### src/rtl/pkt_ingress_pkg.sv
// pkt_ingress_pkg
//   Shared types and constants for the packet ingress block: byte type,
//   default header length (the pipeline's header maximum), FSM state
//   encoding and logic TRUE/FALSE.
package pkt_ingress_pkg;

  typedef logic [7:0] byte_t;

  localparam int HDR_MAX_LEN = 64;

  localparam logic TRUE  = 1'b1;
  localparam logic FALSE = 1'b0;

  typedef enum logic [2:0] {
    ST_IDLE  = 3'd0,
    ST_RECV  = 3'd1,
    ST_START = 3'd2,
    ST_ACK   = 3'd3,
    ST_WAIT  = 3'd4
  } state_e;

endpackage

### src/rtl/pkt_ingress_if.sv
// pkt_ingress_if
//   Byte-serial packet stream with valid/ready handshake.
//   in_valid_i  source -> sink  byte valid
//   in_data_i   source -> sink  byte
//   in_last_i   source -> sink  final byte of a packet
//   in_ready_o  sink -> source  sink accepts a byte this cycle
//   modport master = stream source, modport slave = pkt_ingress side.
interface pkt_ingress_if;
  import pkt_ingress_pkg::*;

  logic  in_valid_i;
  byte_t in_data_i;
  logic  in_last_i;
  logic  in_ready_o;

  modport master (output in_valid_i, in_data_i, in_last_i, input in_ready_o);
  modport slave  (input in_valid_i, in_data_i, in_last_i, output in_ready_o);

endinterface

### src/rtl/pkt_ingress_hdr_capture.sv
// pkt_ingress_hdr_capture
//   Byte-addressed header register array.
//   clk, rst  clock, async active-high reset (array cleared)
//   clr       synchronous clear of the whole array (has priority over we)
//   we, idx   write din into hdr[idx]
//   hdr       header array, index 0 = first byte of the packet
module pkt_ingress_hdr_capture
  import pkt_ingress_pkg::*;
#(
  parameter int HDR_LEN = HDR_MAX_LEN,
  parameter int IDX_W   = $clog2(HDR_LEN)
) (
  input  logic                   clk,
  input  logic                   rst,
  input  logic                   clr,
  input  logic                   we,
  input  logic [IDX_W-1:0]       idx,
  input  byte_t                  din,
  output byte_t [HDR_LEN-1:0]    hdr
);

  always_ff @(posedge clk or posedge rst) begin
    if (rst) begin
      hdr <= '0;
    end else if (clr) begin
      hdr <= '0;
    end else if (we) begin
      hdr[idx] <= din;
    end
  end

endmodule

### src/rtl/pkt_ingress.sv
// pkt_ingress
//   Assembles the first HDR_LEN bytes of a byte-serial packet into a
//   parallel header, pulses proc_start_o to the pipeline, holds the header
//   until the pipeline reports ready, and reports packet length/completion.
//   Optional watchdog on the ACK/WAIT phase: macro PKT_INGRESS_WDT_EN
//   (adds parameter WDT_CYCLES).
//   clk, rst       clock, async active-high reset
//   in_if          byte stream (slave side)
//   pkt_hdr_o      header array, index 0 = first byte
//   proc_start_o   start pulse to the pipeline
//   proc_ready_i   pipeline done level
//   pkt_len_o      byte count of the last packet, saturating
//   short_o        last packet shorter than HDR_LEN
//   done_o         one-cycle pulse when the pipeline finishes a packet
//   wdt_err_o      one-cycle watchdog pulse (0 without the watchdog)
//
//   state | meaning
//   IDLE  | header clear, waiting for the first byte
//   RECV  | receiving; bytes past HDR_LEN are counted but dropped
//   START | proc_start_o pulse, length/short valid
//   ACK   | pipeline must drop ready; if still ready, start is re-pulsed
//   WAIT  | header held until proc_ready_i rises
module pkt_ingress
  import pkt_ingress_pkg::*;
#(
  parameter int HDR_LEN    = HDR_MAX_LEN,
`ifdef PKT_INGRESS_WDT_EN
  parameter int WDT_CYCLES = 1024,
`endif
  parameter int LEN_W      = 16
) (
  input  logic                 clk,
  input  logic                 rst,
  pkt_ingress_if.slave         in_if,
  output byte_t [HDR_LEN-1:0]  pkt_hdr_o,
  output logic                 proc_start_o,
  input  logic                 proc_ready_i,
  output logic [LEN_W-1:0]     pkt_len_o,
  output logic                 short_o,
  output logic                 done_o,
  output logic                 wdt_err_o
);

  localparam int IDX_W = $clog2(HDR_LEN);

  localparam logic [2:0] IDLE  = ST_IDLE;
  localparam logic [2:0] RECV  = ST_RECV;
  localparam logic [2:0] START = ST_START;
  localparam logic [2:0] ACK   = ST_ACK;
  localparam logic [2:0] WAIT  = ST_WAIT;

  logic [2:0]       state_q, state_d;
  logic [LEN_W-1:0] cnt_q, cnt_inc, cnt_nxt;
  logic [LEN_W-1:0] len_q;
  logic             short_q, done_q, err_q;
  logic             done_d, err_d, wdt_hit;
  logic             rdy, xfer, hdr_we;
  logic [IDX_W-1:0] hdr_idx;

  // Ready is forced low while rst is held so every output reads 0 in reset.
  assign rdy  = !rst && (state_q == IDLE || state_q == RECV);
  assign xfer = in_if.in_valid_i && rdy;

  assign cnt_inc = (cnt_q == '1) ? cnt_q : cnt_q + LEN_W'(1);
  assign cnt_nxt = (state_q == IDLE) ? LEN_W'(1) : cnt_inc;

  assign hdr_we  = xfer && (state_q == IDLE || cnt_q < LEN_W'(HDR_LEN));
  assign hdr_idx = (state_q == IDLE) ? '0 : cnt_q[IDX_W-1:0];

`ifdef PKT_INGRESS_WDT_EN
  localparam int WDT_W = $clog2(WDT_CYCLES) + 1;
  logic [WDT_W-1:0] wdt_q;

  always_ff @(posedge clk or posedge rst) begin
    if (rst) begin
      wdt_q <= '0;
    end else if (state_q == START) begin
      wdt_q <= '0;
    end else if (state_q == ACK || state_q == WAIT) begin
      wdt_q <= wdt_q + WDT_W'(1);
    end
  end

  assign wdt_hit = (state_q == ACK || state_q == WAIT) &&
                   (wdt_q == WDT_W'(WDT_CYCLES - 1));
`else
  assign wdt_hit = FALSE;
`endif

  always_comb begin
    state_d = state_q;
    done_d  = FALSE;
    err_d   = FALSE;
    case (state_q)
      IDLE:    if (xfer) state_d = in_if.in_last_i ? START : RECV;
      RECV:    if (xfer && in_if.in_last_i) state_d = START;
      START:   state_d = ACK;
      ACK:     if (!proc_ready_i) state_d = WAIT;
      WAIT: begin
        if (proc_ready_i) begin
          state_d = IDLE;
          done_d  = TRUE;
        end
      end
      default: state_d = IDLE;
    endcase
    // A real completion in the same cycle wins over the watchdog.
    if (wdt_hit && !done_d) begin
      state_d = IDLE;
      err_d   = TRUE;
    end
  end

  always_ff @(posedge clk or posedge rst) begin
    if (rst) begin
      state_q <= IDLE;
      cnt_q   <= '0;
      len_q   <= '0;
      short_q <= FALSE;
      done_q  <= FALSE;
      err_q   <= FALSE;
    end else begin
      state_q <= state_d;
      done_q  <= done_d;
      err_q   <= err_d;
      if (xfer) cnt_q <= cnt_nxt;
      // Length/short latch with the last byte so they are valid with the pulse.
      if (xfer && in_if.in_last_i) begin
        len_q   <= cnt_nxt;
        short_q <= (cnt_nxt < LEN_W'(HDR_LEN));
      end
    end
  end

  pkt_ingress_hdr_capture #(
    .HDR_LEN (HDR_LEN),
    .IDX_W   (IDX_W)
  ) u_hdr (
    .clk (clk),
    .rst (rst),
    .clr (done_d || err_d),
    .we  (hdr_we),
    .idx (hdr_idx),
    .din (in_if.in_data_i),
    .hdr (pkt_hdr_o)
  );

  assign in_if.in_ready_o = rdy;
  assign proc_start_o     = (state_q == START) || (state_q == ACK && proc_ready_i);
  assign pkt_len_o        = len_q;
  assign short_o          = short_q;
  assign done_o           = done_q;
  assign wdt_err_o        = err_q;

endmodule

### src/flat_wrapper.sv
// flat-port wrapper written by rule: the top's interface ports become plain ports
module pkt_ingress_flat import pkt_ingress_pkg::*;
#(
  parameter int HDR_LEN    = HDR_MAX_LEN,

  parameter int LEN_W      = 16
)
  (clk, rst, pkt_hdr_o, proc_start_o, proc_ready_i, pkt_len_o, short_o, done_o, wdt_err_o, in_if_in_valid_i, in_if_in_data_i, in_if_in_last_i, in_if_in_ready_o);
  pkt_ingress_if in_if_i ();
  input  logic clk;
  input  logic rst;
  output byte_t [HDR_LEN-1:0] pkt_hdr_o;
  output logic proc_start_o;
  input  logic proc_ready_i;
  output logic [LEN_W-1:0] pkt_len_o;
  output logic short_o;
  output logic done_o;
  output logic wdt_err_o;
  input wire logic [$bits(in_if_i.in_valid_i)-1:0] in_if_in_valid_i;
  input wire logic [$bits(in_if_i.in_data_i)-1:0] in_if_in_data_i;
  input wire logic [$bits(in_if_i.in_last_i)-1:0] in_if_in_last_i;
  output wire logic [$bits(in_if_i.in_ready_o)-1:0] in_if_in_ready_o;
  assign in_if_i.in_valid_i = in_if_in_valid_i;
  assign in_if_i.in_data_i = in_if_in_data_i;
  assign in_if_i.in_last_i = in_if_in_last_i;
  assign in_if_in_ready_o = in_if_i.in_ready_o;
  pkt_ingress #(.HDR_LEN(HDR_LEN), .LEN_W(LEN_W)) u_core (.clk(clk), .rst(rst), .in_if(in_if_i), .pkt_hdr_o(pkt_hdr_o), .proc_start_o(proc_start_o), .proc_ready_i(proc_ready_i), .pkt_len_o(pkt_len_o), .short_o(short_o), .done_o(done_o), .wdt_err_o(wdt_err_o));
endmodule
### config.mk
export PLATFORM = sky130hd
export DESIGN_NAME = pkt_ingress_flat
export DESIGN_NICKNAME = d
export VERILOG_FILES = /design/src/rtl/pkt_ingress_pkg.sv /design/src/rtl/pkt_ingress_if.sv /design/src/rtl/pkt_ingress_hdr_capture.sv /design/src/rtl/pkt_ingress.sv /design/src/flat_wrapper.sv
export SDC_FILE = /design/constraint.sdc
export NUM_CORES = 1
export LEC_CHECK = 0
export ABC_CLOCK_PERIOD_IN_PS = 38700
export CAP_MARGIN = 5
export CORE_UTILIZATION = 50
export CTS_BUF_LIST = sky130_fd_sc_hd__clkbuf_8
export DETAILED_ROUTE_END_ITERATION = 6
export MAX_ROUTING_LAYER = met4
export PLACE_DENSITY = 0.8
export SETUP_SLACK_MARGIN = 0.02
export SYNTH_ARGS = -nofsm -noshare
export SYNTH_HDL_FRONTEND = slang
export SYNTH_HIERARCHICAL = 1
export SYNTH_SLANG_ARGS = --single-unit
### constraint.sdc
create_clock -name clk -period 38.7 [get_ports clk]
set_input_delay 9.675 -clock clk [delete_from_list [all_inputs] [get_ports clk]]
set_output_delay 9.675 -clock clk [all_outputs]
set_load 0.02 [all_outputs]
== After elaboration in Yosys (flattened, before gate mapping) ==
Index checks and enable logic that the tools add are counted.

* Logic and storage cells: 112
* Output and inout bits: 533
* Register bits: 549
* Bits of input ports: 13

* Add/sub/neg operators: 1
* Magnitude comparators: 4
* Muxes and demuxes: 16
* Eq/ne operators: 9
* Reductions and logical operators: 13

{| class="wikitable"
|+ Operators with widths
! kind !! number
|-
| 512-bit 2-to-1 mux || 2
|-
| 512-bit bitwise mux || 1
|-
| 8-bit demux with 6-bit select || 1
|-
| 16-bit by 7-bit < comparator with 1-bit output, second input constant || 2
|-
| 16-bit 2-to-1 mux || 2
|-
| 16-bit by 1-bit adder with 16-bit output, second input constant || 1
|-
| 16-bit == test, second input constant || 1
|-
| 3-bit one-hot mux with 5 select lines || 1
|-
| 3-bit 2-to-1 mux || 4
|-
| 8-bit 2-to-1 mux || 1
|-
| 6-bit by 7-bit < comparator with 1-bit output, second input constant || 1
|-
| 3-bit by 2-bit == test with 1-bit output, second input constant || 2
|-
| 6-bit by 1-bit greater-or-equal comparator with 1-bit output, second input constant || 1
|-
| 1-bit logical AND || 6
|-
| 6-bit 2-to-1 mux || 1
|-
| 2-bit != test, second input constant || 3
|-
| 4-bit AND reduction || 1
|-
| 3-bit by 1-bit == test with 1-bit output, second input constant || 1
|-
| 3-bit == test, second input constant || 1
|-
| 3-bit zero test || 1
|-
| 1-bit logical OR || 3
|-
| 1-bit 2-to-1 mux || 2
|-
| 2-bit 2-to-1 mux || 1
|-
| 2-bit by 1-bit != test with 1-bit output, second input constant || 1
|-
| 2 further kinds || 2
|}

== Depth between registers and ports, before layout ==
Gate-level depths: netlist of run 1.

* Depth in word-level cells: 9
* Gate-level depth with buffers: 10
* Depth with buffers taken out: 7

== By module ==
The synthesis of run 1 kept the hierarchy.

{| class="wikitable"
|+ Modules (own cells, without submodules)
! module !! seq. area each (um2) !! times used !! cells each !! area each (um2)
|-
| pkt_ingress_hdr_capture || 12812.3 || 1 || 1758 || 22347.7
|-
| pkt_ingress || 925.9 || 1 || 238 || 2203.4
|}

== Worst setup path after synthesis of run 1 ==
OpenSTA, ideal clock, no wires.

* Path type: input-to-output
* Start: input proc_ready_i
* End: output proc_start_o
* Buffers on the path: 0
* Data arrival time: 10.269 ns
* Path slack: 18.756 ns
* Stages on the path: 2
* Data required time: 29.025 ns
* Cells stage by stage: inv_1 a211oi_1

* Word-level cells in the longest chain between the ends: 2

{| class="wikitable"
|+ Ends and longest elaborated chain
! item !! line !! text
|-
| from (decl) || flat_wrapper.sv:14 || <nowiki>input logic proc_ready_i;</nowiki>
|-
| 1-bit logical AND || pkt_ingress.sv:149 || <nowiki>assign proc_start_o = (state_q == START) || (state_q == ACK && proc_ready_i);</nowiki>
|-
| 1-bit logical OR || pkt_ingress.sv:149 ||
|-
| to (decl) || flat_wrapper.sv:13 || <nowiki>output logic proc_start_o;</nowiki>
|}

No other way between the ends.

== Worst setup path after layout of run 1 ==
* Start: input rst
* End: output in_if_in_ready_o

* Word-level cells in the longest chain between the ends: 2

{| class="wikitable"
|+ Ends and longest elaborated chain
! item !! line !! text
|-
| from (decl) || flat_wrapper.sv:11 || <nowiki>input logic rst;</nowiki>
|-
| 1-bit zero test (no source line) || - ||
|-
| 1-bit logical AND || pkt_ingress.sv:61 || <nowiki>assign rdy = !rst && (state_q == IDLE || state_q == RECV);</nowiki>
|-
| to (decl) || flat_wrapper.sv:22 || <nowiki>output wire logic [$bits(in_if_i.in_ready_o)-1:0] in_if_in_ready_o;</nowiki>
|}

No other way between the ends.

==> results of run 1 <==
## flip-flops by register name (all words and copies together) (netlist names)
register	cells
u_core/cnt_q	16
u_core/done_o	1
u_core/pkt_len_o	16
u_core/short_o	1
u_core/state_q	3
u_core/u_hdr/hdr	512
## kinds of logic (layout without fill, tap and decap cells)
logic type	after synthesis	after routing
AOI/OAI and AO/OA	64	64
buffers and inverters	157	726
adders and majority gates	1	1
muxes	514	514
DFF	549	549
xor gates and xnor gates	9	9
and+or+nand+nor	701	701
other	1	2
## layout by cell type, fill, tap and decap left out, types with 4 or more instances in the layout
cell	n
sky130_fd_sc_hd__nand4_1	4
sky130_fd_sc_hd__xnor2_1	8
sky130_fd_sc_hd__nand2b_4	5
sky130_fd_sc_hd__and2_1	7
sky130_fd_sc_hd__clkinv_2	11
sky130_fd_sc_hd__nand2_2	63
sky130_fd_sc_hd__buf_4	16
sky130_fd_sc_hd__clkbuf_8	109
sky130_fd_sc_hd__a21oi_1	13
sky130_fd_sc_hd__o21ai_0	25
sky130_fd_sc_hd__inv_1	38
sky130_fd_sc_hd__nor3_1	4
sky130_fd_sc_hd__mux2i_1	513
sky130_fd_sc_hd__o31ai_1	5
sky130_fd_sc_hd__nand3_1	5
sky130_fd_sc_hd__clkinvlp_4	4
sky130_fd_sc_hd__clkdlybuf4s50_1	544
sky130_fd_sc_hd__nor2_1	19
sky130_fd_sc_hd__or3_1	4
sky130_fd_sc_hd__nand2b_1	512
sky130_fd_sc_hd__dfrtp_1	549
sky130_fd_sc_hd__nand2_1	35
## per-stage QoR
| stage | hold slack (ns) | std cells | power (W) | utilization [%] |
|---|---|---|---|---|
| after detailed placement | 0.471 | 3023 | 0.00105 | 63.0 |
| after global routing | 0.504 | 3181 | 0.00159 | 66.6 |
| after global placement | 0.465 | 3023 | 0.00104 | 63.0 |
| final | 0.477 | 3181 | 0.00152 | 66.6 |
| after CTS | 0.485 | 3180 | 0.00154 | 66.6 |
| after floorplan | 0.518 | 1996 | 0.000876 | - |
## path summary, 6_finish.rpt
path	from	endpoint	slack, ns	cells past startpoint
min reg2reg	u_core/pkt_len_o[0]	u_core/pkt_len_o[0]	0.48	2
min	u_core/pkt_len_o[0]	u_core/pkt_len_o[0]	0.48	2
max reg2reg	u_core/state_q[1]	u_core/u_hdr/hdr[88]	34.36	7
max	rst	in_if_in_ready_o	17.87	3
min in group asynchronous	rst	u_core/u_hdr/hdr[342]	9.61	2
max in group asynchronous	rst	u_core/u_hdr/hdr[122]	26.65	4
## layout make-up
| class | count | area [sq um] |
|---|---|---|
| diodes | 1 | 2.50 |
| inverters | 8 | 37.5 |
| clock inverters | 48 | 219 |
| flip-flops and latches | 549 | 13700 |
| well taps | 615 | 769 |
| multi-input cells | 1290 | 10100 |
| repair buffers | 561 | 5590 |
| clock buffers | 109 | 1500 |
| fillers | 3641 | 16100 |
## power by group through the flow
| stage | logic (W) | clock network [W] | registers, W |
|---|---|---|---|
| detailed placement | 0.000367 | 0 | 0.000681 |
| global placement | 0.000359 | 0 | 0.000678 |
| floorplan | 0.000139 | 0 | 0.000737 |
| CTS | 0.000368 | 0.000496 | 0.000672 |
| global route | 0.000386 | 0.000521 | 0.000679 |
| finish | 0.000366 | 0.000484 | 0.000672 |
## critical path, delay by kind of cell
family | cells | cell delay, ns
buffers and inverters | 2 | 1.19
AND/OR/NAND/NOR | 1 | 0.28
## routing by layer
layer | GRT usage (%) | part of all wire (%) | vias to the layer above
met1 | 38.4 | 41 | 8814
met4 | 12.8 | 3.6 | 0
met2 | 47.2 | 48 | 632
li1 | - | - | 7680
met5 | - | 0 | -
met3 | 7.71 | 7.4 | 141
==> out/results.txt, run 1 <==
The number of global-route vias before repair is 18100, and the period utilization is 53.8%. The synthesized design contains 549 register bits. Type of destination of the critical path: an output port. For the number of buffers inserted during clock tree synthesis, the log shows 90.

The largest family of logic cells by synthesized area was multiplexers. The tools report the top-level port count as 546. In the post-synthesis netlist, the cell with the most instances is sky130_fd_sc_hd__dfrtp_1. The final-report max-slew violation count came out at 0. After detailed placement, the total cell area comes to 30300 sq um.

Clock latency on the worst-skew pair, taken at its later pin, is 0.67 ns. For the number of hold violations in the final report, the log shows 0. The startpoint kind of the worst setup timing path was a primary input. Worst path required time: 29.02 ns. In this run, the number of DRC markers left after iteration 0 of detailed routing was 1174. Once the clock tree was built, the resizer swapped 0 gates to a different size.

For the post-CTS setup buffer count, the log shows 0. Counting instances in the post-synthesis netlist gives the leading cell types as 549 x sky130_fd_sc_hd__dfrtp_1, 520 x sky130_fd_sc_hd__nand2b_1, 513 x sky130_fd_sc_hd__mux2i_1, 75 x sky130_fd_sc_hd__clkbuf_1, 63 x sky130_fd_sc_hd__nand2_2. Of the total power, the share spent switching nets is 31.9%.

The net load switching power is 0.000485 W. The synthesized netlist devotes 17.9% of its cell area to simple gates. Measured along the x axis, the die boundary spans 224 microns. Setup violations remaining at the end of the flow were counted as 0.

The first global-routing pass estimated 112 mm of wire. The fraction of power consumed by the clock network was 31.8%; the final setup TNS was 0 ns. Dividing total power by cell area gives a power density of 47.6 nW/um^2. The H-tree was split into 3 levels. Across every metal layer, demand over resource in global routing totals 30.6%.

For the pin with the worst max-slew slack, the measured transition is 1.19 ns. The count of cell types in the netlist came out at 65. The starting utilization of the core area is 51.1%, and the CTS clock-pin slew for the worst setup and hold paths is 0.06 ns. Cell repeated most along the worst path: sky130_fd_sc_hd__clkdlybuf4s50_1. The shortest clock period the worst path allows after layout is 20.83 ns. Max-cap violations in this run came to 0. The number of enable flip-flop cells after synthesis is 0, and the parity-gate share of the synthesized area counting xor and xnor cells is 0.321%. For this run the aggregate overflow at the end of global routing stands at 0. Relative to the synthesized area, the layout overhead comes to 30.3%. The reported leakage power was 17.0 nW; the overall via count from detail_route was 17300. The run gives 50000 sq um as the total die area. The cell with the largest stage delay on the worst path is sky130_fd_sc_hd__clkdlybuf4s50_1.

TritonCTS built the clock tree. After Yosys synthesis, full adders, half adders and majority gates account for 0.0510% of the synthesized area. On the worst path, the slowest cell contributes a delay of 0.66 ns.

For this run, asynchronously set or reset flops after synthesis account for 100%. The wire-length estimate of the detail-placed layout is 46.5 mm. Yosys printed 6 warnings. sky130_fd_sc_hd__dfrtp_1 takes more of the synthesized area than any other cell. The post-route netlist has 9.51% of its cells at a drive strength greater than 1.

The number of nets with antenna violations after detailed routing was 0; the maximum operating frequency was 48.0 MHz. The net count of the finished layout is 2514. The first TritonRoute pass finished after 5 iterations. The number of nets produced by synthesis is 2010, and the number of port buffers is 544. Dividing the detail-routed wire length by the instance count gives 23.3 microns. The data arrival time of the critical path is 11.15 ns. In the post-synthesis netlist, the biggest area contributors are sky130_fd_sc_hd__dfrtp_1 56%, sky130_fd_sc_hd__mux2i_1 21%, sky130_fd_sc_hd__nand2b_1 13%. In the routed design, unresolved DRC markers number 0. For this design, the sink count on the clock tree is 549. The highest fanout seen on the critical path works out to 3. The cell internal power dissipation was 0.00104 W.

The portion of synthesized area spent on multiplexers is 21.0%. Of the total power, registers draw 44.1%. The path class of the tightest hold or removal check is flip-flop to flip-flop. Walking the worst path, the cells encountered are clkdlybuf4s50_1 > nor3_1 > clkdlybuf4s50_1.

Of the post-synthesis cell area, the dominant cell type holds 56.0%. The post-synthesis compound-gate area fraction was 1.68%. The aggregate routed wire length came out at 74.1 mm.

The maximum ir drop on the vdd rail was 0.0000319 V; the number of standard-cell rows in the floorplan was 80. The tools report the setup slack of the critical path after layout as 17.87 ns. Entering global routing, the biggest net connects 184 pins. The flow ran to the end, and the final reports show no timing, DRC or antenna violations. The number of hold buffers added after CTS was 0. At the end of routability-driven placement, the weighted congestion stood at 0.869.

After detailed routing, the number of vias per cell comes to 5.43. The clock arrives with 0.0276 ns of skew. The post-place setup slack was 17.88 ns. The leading register cell type out of synthesis is sky130_fd_sc_hd__dfrtp_1.

The average cell area after synthesis came out at 12.3 sq um. The tools report the area of the core as 48000 sq um. The critical path is of the primary input to output port type. The cell sitting at the root of the clock tree is a sky130_fd_sc_hd__clkbuf_8. For the buffer depth of the longest clock path, the log shows 3. The tools report the final instance area as 32000 sq um. The run gives 20.6% as the relative slew slack.

Setup repair after global routing left no endpoint under its margin. The number of antenna violations at the first check in global routing was 1; the synthesized instance count was 1996. The run gives 24600 sq um as the post-synthesis instance area. The portion of the post-synthesis area used by sequential elements is 56.0%, and the y dimension of the die is 224 microns. Of the total power, combinational logic draws 24.1%.
Power figures use the tool's default switching activity.
==> run 2: changes to the inputs <==
--- a/config.mk
+++ b/config.mk
@@ -5,13 +5,13 @@
 export SDC_FILE = /design/constraint.sdc
 export NUM_CORES = 1
 export LEC_CHECK = 0
-export ABC_CLOCK_PERIOD_IN_PS = 38700
+export ABC_CLOCK_PERIOD_IN_PS = 17550
 export CAP_MARGIN = 5
-export CORE_UTILIZATION = 50
+export CORE_UTILIZATION = 47
 export CTS_BUF_LIST = sky130_fd_sc_hd__clkbuf_8
 export DETAILED_ROUTE_END_ITERATION = 6
 export MAX_ROUTING_LAYER = met4
-export PLACE_DENSITY = 0.8
+export PLACE_DENSITY = 0.79
 export SETUP_SLACK_MARGIN = 0.02
 export SYNTH_ARGS = -nofsm -noshare
 export SYNTH_HDL_FRONTEND = slang
==> constraint.sdc (replaced) <==
create_clock -name clk -period 17.55 [get_ports clk]
set_input_delay 4.3875 -clock clk [delete_from_list [all_inputs] [get_ports clk]]
set_output_delay 4.3875 -clock clk [all_outputs]
set_load 0.02 [all_outputs]
==> out/results.txt, run 2 (synthesis results as in run 1) <==
The run finished with clean final reports. The layout has 4146 filler cells. OpenSTA, run right after detailed placement, puts the worst setup slack at 7.29 ns.

The clock network is responsible for 32.6% of the overall power. After detailed routing, the total wire length is 74.6 mm. The area growth from synthesis to layout is 30.9%. Setup repair after global routing left no endpoint under its margin. The flip-flop count of the largest register after layout was 512; the number of buffers inserted during clock tree synthesis was 91. For this run, the detailed router's first-pass iteration total came to 5.

In this run the critical register-to-register path is launched from u_core/state_q[1]. The congestion estimate from routability-driven global placement came to 0.870. In the routed layout, each cell is associated on average with a via count of 5.31. Based on the critical path, the design can be clocked at up to 97.4 MHz.

Among the stages of the critical path, the cell type that occurs most often is sky130_fd_sc_hd__clkdlybuf4s50_1. The logs give 0 for the final-report max-slew violation count and 13.16 ns for the worst path required time. In this run the deepest clock path goes through 3 buffers. The detailed-route wire length per cell is 22.9 microns, and the DRC violations left is 0.

Starting utilization of the core area: 47.7%. STA puts the critical path data arrival time at 5.88 ns. The worst setup path is of the primary input to output port kind.

STA classifies the critical path startpoint as a primary input. The CTS clock-pin slew for the worst setup and hold paths came out at 0.06 ns. The cell with the largest stage delay on the worst path is sky130_fd_sc_hd__clkdlybuf4s50_1. The leading cell type in the layout, fill and taps excluded was sky130_fd_sc_hd__dfrtp_1. The post-route non-filler standard cell count is 3253. Clock latency on the worst-skew pair, taken at its later pin, is 0.67 ns.

The number of standard-cell rows in the floorplan is 83. After the first detailed-routing iteration, the DRC count stood at 1147. On the worst path, the slowest cell contributes a delay of 0.64 ns. For the pin with the worst max-slew slack, the measured transition is 1.20 ns.

The die is 231 microns wide. In this run the post-CTS setup repair buffer count came out at 0. The number of antenna violations at the first check in global routing came out at 1. The top register by number of flip-flops is u_core/u_hdr/hdr. The detailed placer's ending HPWL came out at 46.1 mm. The tools report the type of destination of the critical path as an output port. Period utilization: 58.5%. The pin count of the biggest net entering global routing was 181; the y dimension of the die was 231 microns. The cell count of the worst reg-to-reg path was 6. The logs give 3086 for the number of cells after detailed placement and 43.7% for the share of power burned in registers.

The type of the tightest min-delay check is flip-flop to flip-flop. The number of global-route vias before repair came out at 18200. In this run the worst path has a maximum fanout of 4. Clock tree synthesis found a total of 549 sinks. The total of max-cap violations is 0, and the number of nets with antenna violations after detailed routing is 0.

The total overflow left after global routing is 0. The core region is 51500 sq um. The run gives 20.3% as the relative slew slack. The post-route netlist has 9.49% of its cells at a drive strength greater than 1. For the reported leakage power, the log shows 17.0 nW.

The net load switching power was 0.00108 W. The root buffer selected by CTS was sky130_fd_sc_hd__clkbuf_8. The combinational share of power came out at 23.7%. The top cell types in the final layout, fill and taps aside, are 549 x sky130_fd_sc_hd__dfrtp_1, 544 x sky130_fd_sc_hd__clkdlybuf4s50_1, 513 x sky130_fd_sc_hd__mux2i_1. For the cell internal power dissipation, the log shows 0.00231 W.

End point of the most critical hold path: u_core/pkt_len_o[9]. The logs give 0 ns for the final setup TNS and 112 mm for the wire length of the first global-routing pass. The logs give 546 for the top-level port count and 0.0000814 V for the maximum ir drop on the vdd rail.

The tools report the worst min-delay path startpoint as u_core/pkt_len_o[9]. The run gives 0 as the number of hold violations in the final report. Worst reg-to-reg setup slack: 13.73 ns.

TritonCTS built the clock tree. Setup violations remaining at the end of the flow were counted as 0. In the global route stage, overall resource usage came out at 28.8%. The signal on the critical path passes through clkdlybuf4s50_1 > inv_1 > a211oi_1 > clkdlybuf4s50_1.

Once routing completed, OpenROAD measured the worst setup slack at 7.28 ns. The number of hold buffers added after CTS was 0. Counting instances, the worst hold path has a depth of 2.

The fraction of power spent switching nets was 32.0%. After clock tree synthesis, the repair step resized 0 gates. The die covers 53200 sq um. Power spread over the standard cell area amounts to 106 nW/um^2. On the final layout, the worst clock skew is 0.0247 ns. The detailed router placed 17300 vias in this run. The number of port buffers was 544; the number of nets in the finished design was 2513.

In this run the critical register-to-register path is captured at u_core/u_hdr/hdr[108]. The shortest clock period the worst path allows after layout is 10.27 ns. The run gives 3 as the H-tree level count.
run 2: cell count changes in the layout (fill, tap and decap cells not counted):
cell,delta
sky130_fd_sc_hd__buf_4,-2
sky130_fd_sc_hd__bufinv_16,+1
sky130_fd_sc_hd__clkbuf_8,+1
sky130_fd_sc_hd__clkinv_4,+1
sky130_fd_sc_hd__clkinv_8,+1
sky130_fd_sc_hd__clkinvlp_4,+1
sky130_fd_sc_hd__inv_1,+7
sky130_fd_sc_hd__inv_6,-2
sky130_fd_sc_hd__inv_8,-1
sky130_fd_sc_hd__nand2b_2,-1
sky130_fd_sc_hd__nand2b_4,+1
run 2: cell type report:
class,count,area [sq um],area share (%)
Antenna cell,1,2.50,0.00779
Clock buffer,110,1510,4.71
Clock inverter,56,283,0.880
Inverter,8,33.8,0.105
Multi-Input combinational cell,1290,10100,31.6
Sequential cell,549,13700,42.7
Tap cell,680,851,2.65
Timing Repair Buffer,559,5570,17.3
run 2: metrics by stage:
step | cell area, sq um | utilization, % | total power [W] | hold slack, ns
finish | 32100 | 62.4 | 0.00339 | 0.479
global route | 32100 | 62.4 | 0.00354 | 0.502
CTS | 32100 | 62.4 | 0.00343 | 0.482
detailed placement | 30300 | 58.9 | 0.00231 | 0.469
global placement | 30300 | 58.9 | 0.00229 | 0.467
floorplan | 24600 | - | 0.00193 | 0.518
run 2: power by group through the flow:
| stage | Sequential, W | Clock [W] | Combinational (W) |
|---|---|---|---|
| floorplan | 0.00163 | 0 | 0.000307 |
| global placement | 0.00150 | 0 | 0.000791 |
| detailed placement | 0.00150 | 0 | 0.000806 |
| CTS | 0.00148 | 0.00114 | 0.000809 |
| global route | 0.00150 | 0.00119 | 0.000849 |
| finish | 0.00148 | 0.00111 | 0.000803 |
run 2: worst max-delay path by stage:
stage          slack (ns)          from             endpoint  depth (start not counted)
2_1_floorplan        6.21           rst  u_core/u_hdr/hdr[0]                          1
3_3_place_gp         7.29  proc_ready_i         proc_start_o                          4
3_5_place_dp         7.29  proc_ready_i         proc_start_o                          4
4_1_cts              7.29  proc_ready_i         proc_start_o                          4
5_1_grt              7.26           rst     in_if_in_ready_o                          3
6_report             7.28  proc_ready_i         proc_start_o                          4
run 2: per-layer routing:
| metal | GRT usage (%) | vias up | share of wire (%) |
|---|---|---|---|
| met3 | 7.28 | 142 | 7.6 |
| met4 | 12.8 | 0 | 3.8 |
| met5 | - | - | 0 |
| met2 | 44.8 | 628 | 48 |
| li1 | - | 7681 | - |
| met1 | 35.7 | 8819 | 41 |
run 2: worst max-delay path: cells and delay by family:
family | cells | cell delay, ns
buffers and inverters | 3 | 1.26
AOI/OAI and AO/OA | 1 | 0.24
==> edit: new RTL, settings of run 2 <==
`LEN_W` is set to 16 in 2 places; all go to 32.
--- a/src/rtl/pkt_ingress.sv
+++ b/src/rtl/pkt_ingress.sv
@@ -27,7 +27,7 @@
 `ifdef PKT_INGRESS_WDT_EN
   parameter int WDT_CYCLES = 1024,
 `endif
-  parameter int LEN_W      = 16
+  parameter int LEN_W      = 32
 ) (
   input  logic                 clk,
   input  logic                 rst,
--- a/src/flat_wrapper.sv
+++ b/src/flat_wrapper.sv
@@ -3,7 +3,7 @@
 #(
   parameter int HDR_LEN    = HDR_MAX_LEN,
 
-  parameter int LEN_W      = 16
+  parameter int LEN_W      = 32
 )
   (clk, rst, pkt_hdr_o, proc_start_o, proc_ready_i, pkt_len_o, short_o, done_o, wdt_err_o, in_if_in_valid_i, in_if_in_data_i, in_if_in_last_i, in_if_in_ready_o);
   pkt_ingress_if in_if_i ();
Ports: changed (resized pkt_len_o); port bits go from 546 to 562. No check against the original RTL was run, so the function may have changed too.
==> edit against run 2 <==
  * Via count is 11% higher
  * Final area is 7.2% higher
  * Sequential cell count is 32 higher
  * Routed wire length is 12% higher
  * Worst hold slack better by 3.9 ps
  * Non-clock buffer count is 23 higher
  * Worst setup slack worse by 28 ps
  * Synthesized cell count is 11% higher
  * Final cell count is 9.7% higher
  * Fmax is 0.27% lower
  * Clock power is 12% higher
  * Total power is 0.72% higher
  * Area after synthesis is 7.1% higher
  * Critical endpoint is now in_if_in_ready_o
==> edit: results <==
group,metric,value,unit
outcome,status,"finished, final reports clean",
sta,relSlewSlack,16.9,%
place,port_buffers,560,
global_routing,gr-usage-met2,46.8,%
layout,fillers,4412,
clock_network,numCtsBuffers,98,
sta,setup_slack,7250,ps
critical_path,cp.arrival,5910,ps
global_routing,antenna_found_initial,2,
place,place_inst,3384,
pwr,p_seq_share,44.5,%
place,gp_congestion,0.909,
pwr,p_comb,654,uW
route,drtIter0Drc,1215,
global_routing,grt_max_degree,183,
clock_network,htree_levels,3,
critical_path,regToRegSetupSlack,13190,ps
route,wl_met1,35300,um
route,vias_per_cell,5.35,
critical_path,r2r_end,"u_core/u_hdr/hdr[199]$_DFFE_PP0P_",
worst_hold_path,whs_endpoint,"u_core/pkt_len_o[20]$_DFFE_PP0P_",
route,met2_length,39600,um
place,dpl.hpwl,54100,um
layout,final_nets,2750,
yosys,ys_top_cells_by_count,"581 x dfrtp_1, 520 x nand2b_1, 514 x mux2i_1",
yosys,yosysSeqAreaShare,55.3,%
yosys,synth.distinct_cells,58,
critical_path,regToRegStartpoint,"u_core/state_q[2]$_DFFE_PP0P_",
layout,drive_gt1_share,9.33,%
global_routing,grt_use_met1,37.6,%
place,dpl_cell_area,0.0324,mm2
critical_path,max_stage_delay,680,ps
clock_network,worstSkewPairLatency,690,ps
layout,instances_no_fill,3570,
global_routing,grt_usage,30.1,%
sta,whs,483,ps
worst_hold_path,hold_start,"u_core/pkt_len_o[20]$_DFFE_PP0P_",
clock_network,post-cts-setup-buffers,0,
global_routing,grt_pass1_wl,125000,um
route,dr_wl_met3,5180,um
global_routing,grt_pass1_vias,20100,
route,wl_per_cell,23.4,um
critical_path,worstSetupEndpoint,"in_if_in_ready_o",
sta,finClkSkew,31.0,ps
yosys,syn_area_per_cell,11.8,um2
pwr,switchingPower,1.05,mW
critical_path,worstSetupStartpoint,"rst",
global_routing,met3_usage,7.03,%
pwr,power_frac_comb,19.2,%
yosys,synth.area.top_cells,"dfrtp_1 55%, mux2i_1 20%, nand2b_1 12%",
pwr,peakVddDrop,0.0000758,V
clock_network,clock-root-buffer,"clkbuf_8",
pwr,leakage,17.9,nW
yosys,synth_nets,2236,
[edit: changes by cell type after synthesis, sizes merged, moves of 7 or more]
cell,change
buf,+7
nand3,+14
o21ai,+44
dfrtp,+32
nor2,-12
and3,+7
clkbuf,+12
xnor2,+12
nand2,+56
nor4,+12
xor2,+7
a21oi,-7
[edit: kinds of logic (layout without fill, tap and decap cells)]
logic type               after synthesis  in the layout  share of synthesized area, %
AND/OR/NAND/NOR                      808            808                          18.6
flip-flops                           581            581                          55.3
multiplexers                         515            515                          19.6
buffers and inverters                176            773                          3.02
AO/OA/AOI/OAI                        112            112                          2.50
XOR/XNOR                              28             28                         0.932
adder cells (fa/ha/maj)                1              1                        0.0476
other                                  1              4                        0.0143
[edit: area by class of cell]
cell class	instances	area [um2]	share of cell area (%)
antenna	3	7.51	0.0218
tap	748	936	2.72
inverter	8	35.0	0.102
clock buffer	120	1650	4.79
timing repair buffer	582	5800	16.8
clock inverter	63	388	1.13
sequential	581	14500	42.2
multi-input combinational	1465	11100	32.2
